[config.mk]
export PLATFORM = sky130hd
export DESIGN_NAME = cpu5_mem_arb
export DESIGN_NICKNAME = d
export VERILOG_FILES = /design/src/rtl/cpu5_mem_arb.sv
export SDC_FILE = /design/constraint.sdc
export NUM_CORES = 1
export LEC_CHECK = 0
export ABC_AREA = 1
export CAP_MARGIN = 30
export CORE_ASPECT_RATIO = 0.9
export CORE_MARGIN = 3
export CORE_UTILIZATION = 45
export CTS_CLUSTER_SIZE = 40
export DETAILED_ROUTE_END_ITERATION = 6
export DONT_BUFFER_PORTS = 1
export GPL_TIMING_DRIVEN = 0
export SETUP_SLACK_MARGIN = 0.4
export SYNTH_ARGS = -nofsm -noshare
export SYNTH_HDL_FRONTEND = slang
export SYNTH_SLANG_ARGS = --single-unit
[constraint.sdc]
create_clock -name clk -period 1.8 [get_ports clk]
set_input_delay 0.36 -clock clk [delete_from_list [all_inputs] [get_ports clk]]
set_output_delay 0.36 -clock clk [all_outputs]
set_load 0.01 [all_outputs]
[src/rtl/cpu5_mem_arb.sv]
// Single-port memory arbiter between instruction fetch and load/store.
// Load/store has priority; a starvation counter forces a fetch grant after STARVE_MAX ls wins.
module cpu5_mem_arb #(
  parameter int STARVE_MAX = 4
) (
  input  logic        clk,
  input  logic        resetn,
  input  logic        if_req,
  input  logic [31:0] if_addr,
  input  logic        if_flush,
  output logic        if_ack,
  output logic [31:0] if_rdata,
  input  logic        ls_req,
  input  logic        ls_we,
  input  logic [31:0] ls_addr,
  input  logic [31:0] ls_wdata,
  input  logic [3:0]  ls_be,
  output logic        ls_ack,
  output logic [31:0] ls_rdata,
  output logic        mem_req,
  output logic        mem_we,
  output logic [31:0] mem_addr,
  output logic [31:0] mem_wdata,
  output logic [3:0]  mem_be,
  input  logic        mem_ack,
  input  logic [31:0] mem_rdata
);

  localparam int SW = (STARVE_MAX < 1) ? 1 : $clog2(STARVE_MAX + 1);

  typedef enum logic [1:0] {IDLE, BUSY_IF, BUSY_LS, RESP} state_e;

  state_e        state_q, state_d;
  logic [SW-1:0] starve_q, starve_d;
  logic          drop_q, drop_d;
  logic          mem_req_q, mem_req_d;
  logic          mem_we_q, mem_we_d;
  logic [31:0]   mem_addr_q, mem_addr_d;
  logic [31:0]   mem_wdata_q, mem_wdata_d;
  logic [3:0]    mem_be_q, mem_be_d;
  logic          if_ack_q, if_ack_d;
  logic          ls_ack_q, ls_ack_d;
  logic [31:0]   if_rdata_q, if_rdata_d;
  logic [31:0]   ls_rdata_q, ls_rdata_d;

  // A fetch being flushed this cycle is not a competing request.
  logic if_want, starved, grant_if, grant_ls;
  assign if_want  = if_req && !if_flush;
  assign starved  = (starve_q == SW'(STARVE_MAX));
  assign grant_if = if_want && (!ls_req || starved);
  assign grant_ls = ls_req && !grant_if;

  always_comb begin
    state_d     = state_q;
    starve_d    = starve_q;
    drop_d      = drop_q;
    mem_req_d   = mem_req_q;
    mem_we_d    = mem_we_q;
    mem_addr_d  = mem_addr_q;
    mem_wdata_d = mem_wdata_q;
    mem_be_d    = mem_be_q;
    if_ack_d    = 1'b0;
    ls_ack_d    = 1'b0;
    if_rdata_d  = if_rdata_q;
    ls_rdata_d  = ls_rdata_q;
    unique case (state_q)
      IDLE: begin
        if (grant_if) begin
          state_d     = BUSY_IF;
          mem_req_d   = 1'b1;
          mem_we_d    = 1'b0;
          mem_addr_d  = if_addr;
          mem_wdata_d = '0;
          mem_be_d    = 4'hF;
          starve_d    = '0;
        end else if (grant_ls) begin
          state_d     = BUSY_LS;
          mem_req_d   = 1'b1;
          mem_we_d    = ls_we;
          mem_addr_d  = ls_addr;
          mem_wdata_d = ls_wdata;
          mem_be_d    = ls_be;
          if (!if_want)     starve_d = '0;
          else if (!starved) starve_d = starve_q + 1'b1;
        end
      end
      BUSY_IF: begin
        drop_d = drop_q | if_flush;
        if (mem_ack) begin
          mem_req_d = 1'b0;
          mem_we_d  = 1'b0;
          drop_d    = 1'b0;
          // A flushed fetch still finishes on the bus but is silently discarded.
          if (drop_q || if_flush) begin
            state_d = IDLE;
          end else begin
            state_d    = RESP;
            if_ack_d   = 1'b1;
            if_rdata_d = mem_rdata;
          end
        end
      end
      BUSY_LS: begin
        if (mem_ack) begin
          mem_req_d = 1'b0;
          mem_we_d  = 1'b0;
          state_d   = RESP;
          ls_ack_d  = 1'b1;
          if (!mem_we_q) ls_rdata_d = mem_rdata;
        end
      end
      RESP:    state_d = IDLE;
      default: state_d = IDLE;
    endcase
  end

  always_ff @(posedge clk) begin
    if (!resetn) begin
      state_q     <= IDLE;
      starve_q    <= '0;
      drop_q      <= 1'b0;
      mem_req_q   <= 1'b0;
      mem_we_q    <= 1'b0;
      mem_addr_q  <= '0;
      mem_wdata_q <= '0;
      mem_be_q    <= '0;
      if_ack_q    <= 1'b0;
      ls_ack_q    <= 1'b0;
      if_rdata_q  <= '0;
      ls_rdata_q  <= '0;
    end else begin
      state_q     <= state_d;
      starve_q    <= starve_d;
      drop_q      <= drop_d;
      mem_req_q   <= mem_req_d;
      mem_we_q    <= mem_we_d;
      mem_addr_q  <= mem_addr_d;
      mem_wdata_q <= mem_wdata_d;
      mem_be_q    <= mem_be_d;
      if_ack_q    <= if_ack_d;
      ls_ack_q    <= ls_ack_d;
      if_rdata_q  <= if_rdata_d;
      ls_rdata_q  <= ls_rdata_d;
    end
  end

  assign mem_req   = mem_req_q;
  assign mem_we    = mem_we_q;
  assign mem_addr  = mem_addr_q;
  assign mem_wdata = mem_wdata_q;
  assign mem_be    = mem_be_q;
  assign if_ack    = if_ack_q;
  assign ls_ack    = ls_ack_q;
  assign if_rdata  = if_rdata_q;
  assign ls_rdata  = ls_rdata_q;

endmodule

# Word level (Yosys, flattened, before mapping)
# Cells that the tools add are included.
[totals] ff_bits=142 output_inout_bits=136 word_cells=71
[classes] n_addsub=1 eq_ne=9 muxes=26 bitwise_logic=3 n_reduce_logical=20
[ops] operator="2-to-1 mux 32 bit" n=4
[ops] operator="AND reduction 3 bit" n=6
[ops] operator="2-to-1 mux 3 bit" n=4
[ops] operator="2-to-1 mux 2 bit" n=5
[ops] operator="2-to-1 mux 1 bit" n=8
[ops] operator="2-to-1 mux 4 bit" n=2
[ops] operator="one-hot mux 2 bit (4 select lines)" n=1
[ops] operator="== test 2 bit, second input constant" n=2
[ops] operator="!= test 2 bit, second input constant" n=2
[ops] operator="one-hot mux 1 bit (2 select lines)" n=2
[ops] operator="AND reduction 2 bit" n=2
[ops] operator="nonzero test 2 bit" n=2
[ops] operator="adder 3 x 1 -> 3 bit, second input constant" n=1
[ops] operator="== test 3 bit, second input constant" n=1
[ops] operator="logical AND 1 bit" n=3
[ops] operator="zero test 1 bit" n=3
[ops] operator="!= test 3 x 2 -> 1 bit, second input constant" n=1
[ops] operator="!= test 3 bit, second input constant" n=1
[ops] operator="== test 2 x 1 -> 1 bit, second input constant" n=1
[ops] operator="zero test 2 bit" n=1
[ops] operator="logical OR 1 bit" n=2
[ops] operator="!= test 2 x 1 -> 1 bit, second input constant" n=1
[ops] operator="NOT 1 bit" n=2
[ops] operator="OR reduction 2 bit" n=1
[ops] operator="OR 1 bit" n=1

# Longest topological paths before layout
[depth] depth_word=8 depth_mapped=11 depth_no_buf=10

# Least setup slack after synthesis
# OpenSTA, ideal clock, no wires.
[synth_timing] path_type="reg-to-reg" start="register state_q[0]" end="register mem_addr_q[30] (netlist: mem_addr[30])" setup_ns=0.109 arrival_time_ns=1.245 path_slack_ns=0.446 path_stages_with_launch=11 path_buffers=2 path_cell_list="dfxtp_1 inv_1 ha_1 nand2_2 inv_2 buf_6 buf_6 nor2_1 nor2_1 nand2_1 inv_1"
[synth_via] elab_chain_len=2
[synth_rtl] item="start: declaration" line="33" source="state_e state_q, state_d;"
[synth_rtl] item="start signal: assignment" line="132" source="state_q <= state_d;"
[synth_rtl] item="zero test 2 bit" line="66" source="unique case (state_q)"
[synth_rtl] item="AND reduction 2 bit (no line)"
[synth_rtl] item="end signal: assignment" line="137" source="mem_addr_q <= mem_addr_d;"
[synth_rtl] item="end: declaration" line="38" source="logic [31:0] mem_addr_q, mem_addr_d;"
# Every way passes these cells.
# A chain may end at the register's enable or synchronous reset.

# Final worst setup path
[layout_timing] start="register starve_q[1]" end="register mem_addr_q[16] (netlist: mem_addr[16])"
[layout_via] elab_chain_len=7
[layout_rtl] item="start: declaration" line="34" source="logic [SW-1:0] starve_q, starve_d;"
[layout_rtl] item="start signal: assignment" line="133" source="starve_q <= starve_d;"
[layout_rtl] item="== test 3 bit *" line="49" source="assign starved = (starve_q == SW'(STARVE_MAX));"
[layout_rtl] item="logical OR 1 bit *" line="50" source="assign grant_if = if_want && (!ls_req || starved);"
[layout_rtl] item="logical AND 1 bit *" line="50"
[layout_rtl] item="zero test 1 bit" line="51" source="assign grant_ls = ls_req && !grant_if;"
[layout_rtl] item="logical AND 1 bit" line="51"
[layout_rtl] item="nonzero test 2 bit (no line)"
[layout_rtl] item="AND reduction 2 bit (no line)"
# Every way passes the cells marked *; elsewhere a longest branch is shown, timed or not.

==> results by stage <==
Global routing:
- The number of global-route vias before repair is 5141.
- Across every metal layer, demand over resource in global routing totals 0.231.
- The first-pass GRT wire length is 26400 um.
- The initial antenna violation count was 0.
- The maximum number of pins on one net before global-route repair is 17.
- Summed over all layers, the global routing overflow is 0.

Status:
- The flow ran to the end, and the final reports show no timing, DRC or antenna violations.

Logic synthesis:
- The share of the Yosys chip area taken by registers is 0.492.
- The biggest area contributor in the post-synthesis netlist is dfxtp_1.
- The register bit count reported by yosys is 142.
- The fraction of synthesized cell area taken by the top area cell type is 0.492.
- The warning count from the yosys run is 0.
- The cell count after synthesis came out at 800.
- Summing every instance area after synthesis gives 5780 um^2.
- The count of unique library cells instantiated by Yosys is 20.
- By area the synthesized netlist is led by dfxtp_1, nor2_1, nand2_1, a21oi_1, nand3_1.
- The number of nets in the synthesized netlist is 945.
- The post-synthesis area per instance is 7.23 um^2.

Placed design:
- The setup slack at placement is 202 ps.
- At the end of routability-driven placement, the weighted congestion stood at 0.891.
- The HPWL reported at the end of detailed placement is 12400 um.
- The number of port buffers is 0.
- The total placed instance area is 5980 um^2.

Timing:
- The final-layout setup total negative slack is 0 ps.
- Setup repair after global routing could not meet its margin everywhere.
- The minimum setup slack in the final design is 375 ps.
- The worst pin sits at a relative slew slack of 0.595.
- Setup violations remaining at the end of the flow were counted as 0.
- The ratio of final minimum period to clock period is 0.792.
- Counting I/O delays and the setup requirement, the final critical path takes 1420 ps.
- The max-slew violation count is 0.
- The worst clock skew on the final layout is 7.97 ps.
- On the final layout, the worst hold slack is 71.2 ps.
- The number of endpoints with negative hold slack in the final report was 0.
- The fmax is 702 MHz.
- The pin slew with the least headroom to its limit is 608 ps.

CTS:
- The number of buffers inserted during clock tree synthesis is 17.
- After clock tree synthesis, the clock-pin slew on the worst setup and hold paths is 60 ps.
- TritonCTS built the clock tree.
- For this design, the sink count on the clock tree is 142.
- The clock reaches the later pin of the worst-skew pair after 410 ps.
- The longest clock path from root to sink contains 2 buffers.
- The total number of H-tree levels is 4.
- Buffers inserted to repair hold after CTS numbered 0.
- The buffer cell driving the clock tree root is clkbuf_16.

Power:
- Across the VDD grid, the largest voltage drop is 0.802 mV.
- For this design the total switching power over the nets is 3040 uW.
- The standby leakage power is 0.00326 uW.
- Of the total power, registers draw 0.425.
- The total internal power is 6710 uW.
- The combinational group share of total power is 0.204.
- The ratio of total power to cell area is 1300 nW/um^2.
- Of the total power, the share spent switching nets is 0.312.
- The part of the power in the clock network is 0.371.

Routing:
- The final routed DRC violation total is 0.
- The count of antenna-violating nets left after detailed routing is 0.
- After detailed routing, the total wire length is 17600 um.
- The pre-antenna-repair detailed-routing pass consisted of 5 iterations.
- Dividing the detail-routed wire length by the instance count gives 17.5 um.
- The detail-routed via count per cell is 5.37.
- The detailed router finished its first iteration with 349 violations.
- The total vias in the final route is 5398.

Setup path:
- STA classifies the critical path endpoint as a register.
- Measured in cells, the most critical reg-to-reg path has a length of 11.
- Data arrives at the worst endpoint at 1740 ps.
- The slowest stage of the critical path belongs to the cell dfxtp_2.
- The worst stage delay on the critical path is 330 ps.
- The required time at the endpoint of the critical path is 2110 ps.
- Across all register-to-register paths, the minimum setup slack is 380 ps.
- The critical path start-end classification is reg2reg.
- The worst setup path is launched from a register.
- The largest fanout on the critical path is 7.
- The signal on the critical path passes through inv_2, ha_4, nand2_2, nand2_2, nand2_4, buf_12, clkbuf_16, nand2_4, nand3_2, nand2_1, inv_1.
- The startpoint of the worst-slack reg-to-reg timing path is starve_q[1].
- The worst reg2reg path endpoint is mem_addr[16].

Finish:
- From synthesis to final layout, the design area changed by 29.5%.
- With fillers left out, the area of the finished cells amounts to 7490 um^2.
- Measured on the finished design, the core utilization comes to 0.608.
- The number of antenna repair diodes is 0.
- The post-layout net count is 978.
- The layout cell share with drive strength beyond 1 is 0.247.

Min path:
- The path class of the tightest hold or removal check is in2reg.
- The source of the worst hold timing path is mem_rdata[10].
- The path with the worst hold slack has its endpoint at ls_rdata[10].
- Counting instances, the worst hold path has a depth of 2.

Die:
- The initial utilization of the core area, before any placement, comes to 0.469.
- The number of cell rows is 38.
- During I/O placement, the number of pins put on the boundary was 275.
- The area of the die is 14200 um^2.
- The core region is 12300 um^2.
- The vertical die dimension is 114 um.
- The die extent in x is 125 um.

Job:
- Max-cap violations in this run came to 0.
[power by group through the flow]
stage          Combinational (uW)  Clock [uW]  Sequential, uW
3_3_place_gp                 1390           0            4180
2_1_floorplan                1160           0            4040
3_5_place_dp                 1440           0            4180
5_1_grt                      2230        3850            4190
6_report                     1990        3620            4150
4_1_cts                      1540        3680            4120
[state kept, by name, summed over array words and instances (netlist names)]
register	flops
mem_we	1
if_rdata	32
mem_addr	32
ls_ack	1
drop_q	1
starve_q	3
ls_rdata	32
if_ack	1
mem_req	1
mem_wdata	32
state_q	2
mem_be	4
[final cells by class]
cell class,instances,area [um^2]
Multi-Input combinational cell,551,2870
Tap cell,160,200
Fill cell,1081,4830
Timing Repair Buffer,14,219
Inverter,51,216
Sequential cell,142,2850
Clock buffer,19,453
Clock inverter,13,161
Buffer,56,512
[kinds of logic after synthesis]
group,synth area share
AO/OA/AOI/OAI,0.126
adder cells (fa/ha/maj),0.0130
buffers and inverters,0.0916
flip-flops,0.492
AND/OR/NAND/NOR,0.277
[worst max path at each step]
stage	from	slack (ps)	end	cells after the start
floorplan	state_q[0]	450	mem_addr[30]	10
finish	starve_q[1]	380	mem_addr[16]	11
detailed placement	state_q[1]	200	if_rdata[2]	8
global route	starve_q[1]	320	mem_addr[16]	11
global placement	state_q[0]	220	mem_addr[24]	9
CTS	state_q[0]	370	ls_rdata[15]	8
[per-stage QoR]
| stage | total power (uW) | instances |
|---|---|---|
| floorplan | 5200 | 800 |
| global placement | 5570 | 960 |
| detailed placement | 5620 | 960 |
| CTS | 9340 | 997 |
| global route | 10300 | 1006 |
| finish | 9750 | 1006 |
[routing by layer]
layer / part of all wire / GRT usage / vias up / wire length [um]
met2: 0.49 / 0.372 / 228 / 8570
met3: 0.094 / 0.112 / 32 / 1660
met5: 0 / 0 / - / 0
li1: - / - / 2629 / -
met1: 0.40 / 0.267 / 2509 / 7050
met4: 0.019 / 0.0860 / 0 / 342
[layout by cell type (no fill, tap or decap), drive strengths merged]
cell type  synthesis  routed
inv               51      52
buf               38      48
nor3               4       4
nor2             173     173
nand2            157     157
o211a              1       1
ha                 6       6
a21oi             73      73
clkinv             0       5
nand3             67      67
bufinv             0       3
dfxtp            142     142
o21ai             70      70
clkbuf            18      41
clkinvlp           0       4
[critical path, delay by kind of cell, from the launching register on]
kind                     cells  cell delay [ps]
AND/OR/NAND/NOR              6              430
adder cells (fa/ha/maj)      1              120
flip-flops                   1              330
buffers and inverters        4              440
[synth_stat cells]
master,count
buf_6,8
buf_1,2
o21ai_0,51
inv_2,3
o211a_1,1
buf_2,15
nand2_1,154
a21oi_1,72
clkbuf_1,18
nand2_2,3
nor2_2,1
buf_4,13
inv_1,48
nor3_1,4
nand3_1,67
o21ai_1,19
nor2_1,172
a21oi_2,1
ha_1,6
dfxtp_1,142
[timing repair]
| action | CTS | global route |
|---|---|---|
| pin swaps | 4 | 60 |
| gates resized for setup | 45 | 168 |
| setup buffers | 4 | 5 |
| setup endpoints to repair | 135 | 132 |
| gates cloned | 1 | 4 |
| hold endpoints to repair | 0 | 0 |
(Power assumes the default switching activity.)
